**src/rtl/multi_cycle_controller.sv**
```systemverilog
`default_nettype none
// ============================================================================
// Module      : multi_cycle_controller
// Description : Moore-style main controller for a multi-cycle processor
//               datapath. Sequences FETCH / DECODE / EXECUTE / MEMORY /
//               WRITEBACK steps per instruction class and stretches the
//               memory-access states to MEM_LAT cycles.
// Revision    : 1.0 - initial release
// ----------------------------------------------------------------------------
// Parameters
//   MEM_LAT     memory access latency in cycles (1..8)
// Ports
//   CLK         rising-edge clock
//   RESET       asynchronous active-high reset
//   Op[3:0]     opcode of the instruction held in the IR
//   Zero        ALU zero flag (used by BEQ)
//   PCWrite     program counter write enable
//   IRWrite     instruction register write enable
//   MemWrite    memory write enable
//   RegWrite    register file write enable
//   AdrSrc      memory address select (0 = PC, 1 = ALU result)
//   ALUSrcA     ALU operand A select (0 = PC, 1 = register A)
//   ALUSrcB     ALU operand B select (00 reg B, 01 imm, 10 const 4)
//   ALUControl  ALU operation (00 add, 01 sub, 10 and, 11 or)
//   ResultSrc   4:1 result mux select (00 ALUOut, 01 data, 10 ALU result)
//   State[3:0]  current state code, for debug
// ============================================================================
module multi_cycle_controller #(
    parameter int MEM_LAT = 1
) (
    input  logic       CLK,
    input  logic       RESET,
    input  logic [3:0] Op,
    input  logic       Zero,
    output logic       PCWrite,
    output logic       IRWrite,
    output logic       MemWrite,
    output logic       RegWrite,
    output logic       AdrSrc,
    output logic       ALUSrcA,
    output logic [1:0] ALUSrcB,
    output logic [1:0] ALUControl,
    output logic [1:0] ResultSrc,
    output logic [3:0] State
);

    // ------------------------------------------------------------------------
    // State encoding
    // ------------------------------------------------------------------------
    localparam logic [3:0] c_fetch  = 4'd0;
    localparam logic [3:0] c_decode = 4'd1;
    localparam logic [3:0] c_exec_r = 4'd2;
    localparam logic [3:0] c_exec_m = 4'd3;
    localparam logic [3:0] c_mem_rd = 4'd4;
    localparam logic [3:0] c_mem_wr = 4'd5;
    localparam logic [3:0] c_wb_r   = 4'd6;
    localparam logic [3:0] c_wb_m   = 4'd7;
    localparam logic [3:0] c_branch = 4'd8;
    localparam logic [3:0] c_halt   = 4'd9;

    // Opcodes with dedicated handling
    localparam logic [3:0] c_op_ldr  = 4'b0100;
    localparam logic [3:0] c_op_str  = 4'b0101;
    localparam logic [3:0] c_op_b    = 4'b0110;
    localparam logic [3:0] c_op_beq  = 4'b0111;
    localparam logic [3:0] c_op_halt = 4'b1111;

    // Last count value of a stretched memory state (Cnt runs 0..MEM_LAT-1)
    localparam logic [2:0] c_last_cnt = 3'(MEM_LAT - 1);

    // ------------------------------------------------------------------------
    // Registers and combinational nets
    // ------------------------------------------------------------------------
    logic [3:0] r_state;
    logic [2:0] r_cnt;
    logic [3:0] w_next_state;
    logic [2:0] w_next_cnt;

    logic       w_is_rtype;
    logic       w_is_mem;
    logic       w_is_branch;
    logic       w_is_halt;
    logic       w_cnt_done;
    logic       w_counting;

    logic       w_pc_write;
    logic       w_ir_write;
    logic       w_mem_write;
    logic       w_reg_write;
    logic       w_adr_src;
    logic       w_alu_src_a;
    logic [1:0] w_alu_src_b;
    logic [1:0] w_alu_control;
    logic [1:0] w_result_src;

    // ------------------------------------------------------------------------
    // Opcode class decode
    // ------------------------------------------------------------------------
    assign w_is_rtype  = (Op[3:2] == 2'b00);
    assign w_is_mem    = (Op == c_op_ldr) || (Op == c_op_str);
    assign w_is_branch = (Op == c_op_b)   || (Op == c_op_beq);
    assign w_is_halt   = (Op == c_op_halt);

    assign w_cnt_done  = (r_cnt == c_last_cnt);

    // ------------------------------------------------------------------------
    // Next-state logic
    // ------------------------------------------------------------------------
    always_comb begin
        w_next_state = c_fetch;
        case (r_state)
            c_fetch:  w_next_state = w_cnt_done ? c_decode : c_fetch;
            c_decode: begin
                if (w_is_rtype)       w_next_state = c_exec_r;
                else if (w_is_mem)    w_next_state = c_exec_m;
                else if (w_is_branch) w_next_state = c_branch;
                else if (w_is_halt)   w_next_state = c_halt;
                else                  w_next_state = c_fetch;
            end
            c_exec_r: w_next_state = c_wb_r;
            c_exec_m: begin
                // Only LDR/STR can reach EXEC_M; anything else recovers to FETCH.
                if (Op == c_op_ldr)      w_next_state = c_mem_rd;
                else if (Op == c_op_str) w_next_state = c_mem_wr;
                else                     w_next_state = c_fetch;
            end
            c_mem_rd: w_next_state = w_cnt_done ? c_wb_m : c_mem_rd;
            c_mem_wr: w_next_state = c_fetch;
            c_wb_r:   w_next_state = c_fetch;
            c_wb_m:   w_next_state = c_fetch;
            c_branch: w_next_state = c_fetch;
            c_halt:   w_next_state = c_halt;
            default:  w_next_state = c_fetch;
        endcase
    end

    // Cnt only advances while staying in a stretched state; any state change
    // (including entry into FETCH or MEM_RD) starts it from zero.
    assign w_counting = (w_next_state == r_state) &&
                        ((r_state == c_fetch) || (r_state == c_mem_rd));
    assign w_next_cnt = w_counting ? (r_cnt + 3'd1) : 3'd0;

    always_ff @(posedge CLK or posedge RESET) begin
        if (RESET) begin
            r_state <= c_fetch;
            r_cnt   <= 3'd0;
        end else begin
            r_state <= w_next_state;
            r_cnt   <= w_next_cnt;
        end
    end

    // ------------------------------------------------------------------------
    // Moore output decode (BRANCH PCWrite additionally looks at Op/Zero)
    // ------------------------------------------------------------------------
    always_comb begin
        w_pc_write    = 1'b0;
        w_ir_write    = 1'b0;
        w_mem_write   = 1'b0;
        w_reg_write   = 1'b0;
        w_adr_src     = 1'b0;
        w_alu_src_a   = 1'b0;
        w_alu_src_b   = 2'b00;
        w_alu_control = 2'b00;
        w_result_src  = 2'b00;
        case (r_state)
            c_fetch: begin
                // PC + 4 computed through the ALU and fed straight to the PC
                w_alu_src_b  = 2'b10;
                w_result_src = 2'b10;
                w_ir_write   = w_cnt_done;
                w_pc_write   = w_cnt_done;
            end
            c_decode: begin
                w_alu_src_b = 2'b01;
            end
            c_exec_r: begin
                w_alu_src_a   = 1'b1;
                w_alu_control = Op[1:0];
            end
            c_exec_m: begin
                w_alu_src_a = 1'b1;
                w_alu_src_b = 2'b01;
            end
            c_mem_rd: begin
                w_adr_src = 1'b1;
            end
            c_mem_wr: begin
                w_adr_src   = 1'b1;
                w_mem_write = 1'b1;
            end
            c_wb_r: begin
                w_reg_write = 1'b1;
            end
            c_wb_m: begin
                w_reg_write  = 1'b1;
                w_result_src = 2'b01;
            end
            c_branch: begin
                w_alu_src_a   = 1'b1;
                w_alu_control = 2'b01;
                w_pc_write    = (Op == c_op_b) || ((Op == c_op_beq) && Zero);
            end
            default: begin
                // HALT and unused codes keep every default
            end
        endcase
    end

    // Reset masks the enables combinationally: with MEM_LAT=1 the reset
    // state is already the last FETCH cycle, which would otherwise raise
    // IRWrite/PCWrite while RESET is still held.
    assign PCWrite    = w_pc_write  & ~RESET;
    assign IRWrite    = w_ir_write  & ~RESET;
    assign MemWrite   = w_mem_write & ~RESET;
    assign RegWrite   = w_reg_write & ~RESET;
    assign AdrSrc     = w_adr_src;
    assign ALUSrcA    = w_alu_src_a;
    assign ALUSrcB    = w_alu_src_b;
    assign ALUControl = w_alu_control;
    assign ResultSrc  = w_result_src;
    assign State      = r_state;

endmodule
`default_nettype wire

```
**config.mk**
```make
export PLATFORM = sky130hd
export DESIGN_NAME = multi_cycle_controller
export DESIGN_NICKNAME = d
export VERILOG_FILES = /design/src/rtl/multi_cycle_controller.sv
export SDC_FILE = /design/constraint.sdc
export NUM_CORES = 1
export LEC_CHECK = 0
export BUFFER_PORTS_ARGS = -buffer_cell sky130_fd_sc_hd__buf_2
export CAP_MARGIN = 0
export CORE_AREA = 2 2 40 42
export CTS_BUF_LIST = sky130_fd_sc_hd__clkbuf_16
export CTS_CLUSTER_SIZE = 20
export DETAILED_ROUTE_END_ITERATION = 10
export DIE_AREA = 0 0 42 44
export PLACE_DENSITY = 0.68
export SETUP_SLACK_MARGIN = 0.5
export SYNTH_ARGS = -nofsm -noshare
export SYNTH_HDL_FRONTEND = slang
export SYNTH_SLANG_ARGS = --single-unit
```
**constraint.sdc**
```tcl
create_clock -name CLK -period 1.26 [get_ports CLK]
set_input_delay 0.189 -clock CLK [delete_from_list [all_inputs] [get_ports CLK]]
set_output_delay 0.189 -clock CLK [all_outputs]
set_load 0.05 [all_outputs]
```
==> impl_metrics.toml, run 1 <==
[run_status]
status = "did not finish"
halt_stage = "global routing"
toolErrorMsg = "[ERROR DPL-0038] Utilization greater than 100%, impossible to legalize"

[logic_synthesis]
yosysUniqueCellTypes = 26
postSynthCellCount = 67
synthTopCellsByCount = "nor3_1, dfrtp_1, inv_1"
syn_area_um2 = 543
synth.yosys.warnings = 0
async_flop_share_pct = 100
netlist.top_cell.by_area = "dfrtp_1"
postSynthAreaPerCell_um2 = 8.10
synth_top_cell_area_share_pct = 32.3
synth.yosys.seq_area_share_pct = 32.3
synth.top_cells.by_area = "dfrtp_1, nor3_1, ha_1"
ys_ff_latch = 7
synth-edff-count = 0
synth_flop_type = "dfrtp_1"
synth.most_common_cell = "nor3_1"
postSynthNetCount = 76

[die]
dieHeight_um = 44
io-pin-count = 23
core.rowCount = 14
die-width_um = 42
initial_util_pct = 38.3

[cts]
ctsHtreeMaxLevel = 1
numCtsBuffers = 3
max-clock-path-buffers = 2
clock_sink_count = 7
cts.root.buffer_cell = "clkbuf_16"
cts-hold-fix-buffers = 0

[timing]
worst_path_end_type = "primary output"
globalroute.repair_timing.worst_endpoint = "PCWrite"

[global_routing]
largest_net_degree_at_the_start_of_global_routing = 11

[placed_design]
detailed_place_hpwl_um = 1330
place_congestion = 0.849
portBuffers = 22
-- repair_timing --
| action | 4_1_cts |
|---|---|
| endpoints found under the setup margin | 23 |
| pin swaps | 6 |
| setup buffers | 8 |
| resized for setup | 72 |
-- cell families after synthesis --
family	after synthesis	share of synthesized area (%)
buf+inv	9	6.91
compound gates	12	15.4
simple gates	36	38.9
flops	7	32.3
mux	1	1.84
fa+ha+maj	2	4.61
-- metrics by stage --
stage	cell area (µm²)	TNS, ns	util (%)	cells	worst slack (ns)
2_1_floorplan	683	-4.79	-	67	-0.662
3_3_place_gp	952	-1.60	67.1	125	-0.298
3_5_place_dp	952	-1.85	67.1	125	-0.348
4_1_cts	1370	-3.32	96.7	137	-0.381
==> run 2: changes to the inputs <==
CORE_AREA = 2 2 63 65   (was 2 2 40 42)
CTS_BUF_LIST = default   (was sky130_fd_sc_hd__clkbuf_16)
CTS_CLUSTER_SIZE = default   (was 20)
DIE_AREA = 0 0 65 67   (was 0 0 42 44)
PLACE_DENSITY = default   (was 0.68)
PLACE_DENSITY_LB_ADDON = 0.15   (was default)
SETUP_SLACK_MARGIN = default   (was 0.5)
clock period = 1.65 ns   (was 1.26 ns; I/O delays follow)
==> impl_metrics.toml, run 2 <==
[logic_synthesis]
synth_flop_type = "dfrtp_1"
postSynthNetCount = 76
synthTopCellsByCount = "nor3_1, dfrtp_1, inv_1"
synth.most_common_cell = "nor3_1"
ys_ff_latch = 7
synth_top_cell_area_share_pct = 32.3
synth-edff-count = 0
async_flop_share_pct = 100
syn_area_um2 = 543
netlist.top_cell.by_area = "dfrtp_1"
synth.top_cells.by_area = "dfrtp_1, nor3_1, ha_1"
synth.yosys.warnings = 0
postSynthCellCount = 67
yosysUniqueCellTypes = 26
synth.yosys.seq_area_share_pct = 32.3
postSynthAreaPerCell_um2 = 8.10

[timing]
period_share_pct = 102
whs_ns = 0.0922
hold_violations = 0
final_critical_path_setup_slack_ns = -0.0326
fmax_ghz = 0.594
setup-violations-final = 2
finClkSkew_ns = 0.00222
slew_headroom_pct = 76.4
timing_worst_slew_pin_value_ns = 0.350
post-route-min-period_ns = 1.68
unrepaired_setup_endpoints_after_global_routing = "true"
drv_slew = 0

[drt]
totalWireLength_um = 1880
detailedRoute.firstPassIterationCount = 4
detail_route.iter0.violations = 14
via_count = 655
routed_wire_length_per_instance_um = 12.2
drt_drc_violations_left = 0
avgViaCountPerCell = 4.25
postRouteAntennaNets = 0

[global_routing]
largest_net_degree_at_the_start_of_global_routing = 13
antenna_found_initial = 0
grt_util_all_layers_pct = 9.40
via_count_of_the_first_global_routing_pass = 647
global_route.overflow_total = 0
grt_pass1_wl_um = 3030

[die]
io-pin-count = 23
die-width_um = 65
core_region_area_um2 = 3610
core.rowCount = 22
initial_util_pct = 15.1
die_footprint_um2 = 4360
dieHeight_um = 67

[placed_design]
detailed_place_hpwl_um = 1430
postPlaceCellArea_um2 = 905
place_congestion = 0.661
portBuffers = 22

[pwr]
power.density_nw_per_um2 = 1800
power.sequential.fraction_pct = 13.3
internal_power_w = 0.000841
static-leakage-power_nw = 0.474
power.net_switching_w = 0.00105
totalPowerFinal_w = 0.00189
combinationalPowerShare_pct = 74.1
power.ir.vdd_worst_uv = 739
share_clk_of_total_power_pct = 12.6
p_sw_share_pct = 55.6

[cells_and_area]
final_core_util_pct = 29.3
commonest_cells_after_routing_fill_and_taps_aside = "buf_4, buf_2, inv_1, nor3_4, buf_6"
final_net_count = 116
final_common_cell = "buf_4"
finished_layout_cell_area_um2 = 1050
area_growth_pct = 94.2
largest_register_ffs = 4
number_of_antenna_cells_inserted = 0
drive_gt1_share_pct = 64.2
num-fill-cells = 398

[job]
cap_viol_max_count = 0

[run_status]
status = "finished, violations left"
failed_checks = "setup timing"

[setup_path]
timing.critical_path.required_ns = 1.40
critical_path.reg2reg.endpoint = "State[0]$_DFF_PP0_"
start_kind = "flip-flop"
crit_path_max_incr_delay_ns = 0.37
critPathSlowestCell = "dfrtp_1"
worst_r2r_startpoint = "r_cnt[1]$_DFF_PP0_"
capturing_element_type_of_the_critical_path = "primary output"
r2r_cells = 8
setup.worst_path.start = "r_cnt[1]$_DFF_PP0_"
cp_cell_sequence = "inv_1 > ha_2 > nor2b_4 > a22oi_2 > nor4_4 > buf_6"
ff2ff_setup_slack_ns = 0.18
crit_buf_inv = 2
timing.setup.critical_path_class = "reg2out"
crit_arrival_ns = 1.44
critical-path-top-delay-family = "flip-flops"
critical_path_peak_fanout = 2

[cts]
numCtsBuffers = 3
cts.root.buffer_cell = "clkbuf_8"
clock_insertion_delay_worst_skew_ns = 0.23
cts_tree = "built"
max-clock-path-buffers = 2
cts-hold-fix-buffers = 0
clock_sink_count = 7
ctsHtreeMaxLevel = 1
clk_pin_slew_worst_paths_ns = 0.04

[hold_path]
worst_hold_check_path_type = "in2async"
## run 2: cells by family (layout without fill, tap and decap cells)
group,after synthesis,in the layout,share of synthesized area (%)
AOI/OAI and AO/OA,12,12,15.4
muxes,1,1,1.84
buffers and inverters,9,48,6.91
adders and majority gates,2,2,4.61
DFF,7,7,32.3
and+or+nand+nor,36,36,38.9
## run 2: metrics by stage
stage / cells / TNS, ns / setup WS (ns)
detailed placement: 146 / -0.0241 / -0.0241
global route: 154 / -0.452 / -0.132
finish: 154 / -0.0427 / -0.0326
CTS: 153 / -0.0731 / -0.0453
floorplan: 67 / -1.24 / -0.330
global placement: 146 / 0 / 0.00316
## run 2: per-layer routing
layer,GRT usage [%],share of wire [%],vias up
met5,0,0,-
met4,4.79,1.3,0
met3,2.20,4.1,4
met2,15.1,47,17
met1,11.7,47,310
li1,-,-,324
## run 2: layout make-up
class / instances / area, µm² / share of cell area [%]
Multi-Input combinational cell: 51 / 468 / 44.4
Timing Repair Buffer: 38 / 279 / 26.5
Sequential cell: 7 / 180 / 17.1
Tap cell: 48 / 60.1 / 5.69
Clock buffer: 4 / 45.0 / 4.27
Inverter: 6 / 22.5 / 2.14
## run 2: power by group through the flow
stage          combinational, W  sequential (W)  clock (W)
6_report                0.00140        0.000253   0.000239
5_1_grt                 0.00149        0.000260   0.000260
4_1_cts                 0.00139        0.000251   0.000248
3_5_place_dp            0.00129        0.000252          0
3_3_place_gp            0.00129        0.000254          0
2_1_floorplan          0.000836        0.000398          0
## run 2: timing repair
item,in CTS,in global routing
buffers inserted,3,1
pin swaps,5,0
gates resized for setup,19,5
endpoints found under the hold margin,0,0
endpoints found under the setup margin,8,10
## run 2: worst max-delay path by stage
stage          endpoint  slack, ns  cells past startpoint
5_1_grt         PCWrite      -0.13                      6
3_3_place_gp    PCWrite      0.003                      6
2_1_floorplan   IRWrite      -0.33                      3
4_1_cts         PCWrite      -0.05                      6
3_5_place_dp    PCWrite      -0.02                      6
6_report        PCWrite      -0.03                      6
## run 2: worst reg2reg max path, delay by kind of cell (launching register included)
family,cells,cell delay (ns)
buffers and inverters,4,0.42
DFF,1,0.33
AOI/OAI and AO/OA,2,0.27
adders and majority gates,1,0.18
and+or+nand+nor,1,0.13
Power figures use the tool's default switching activity.
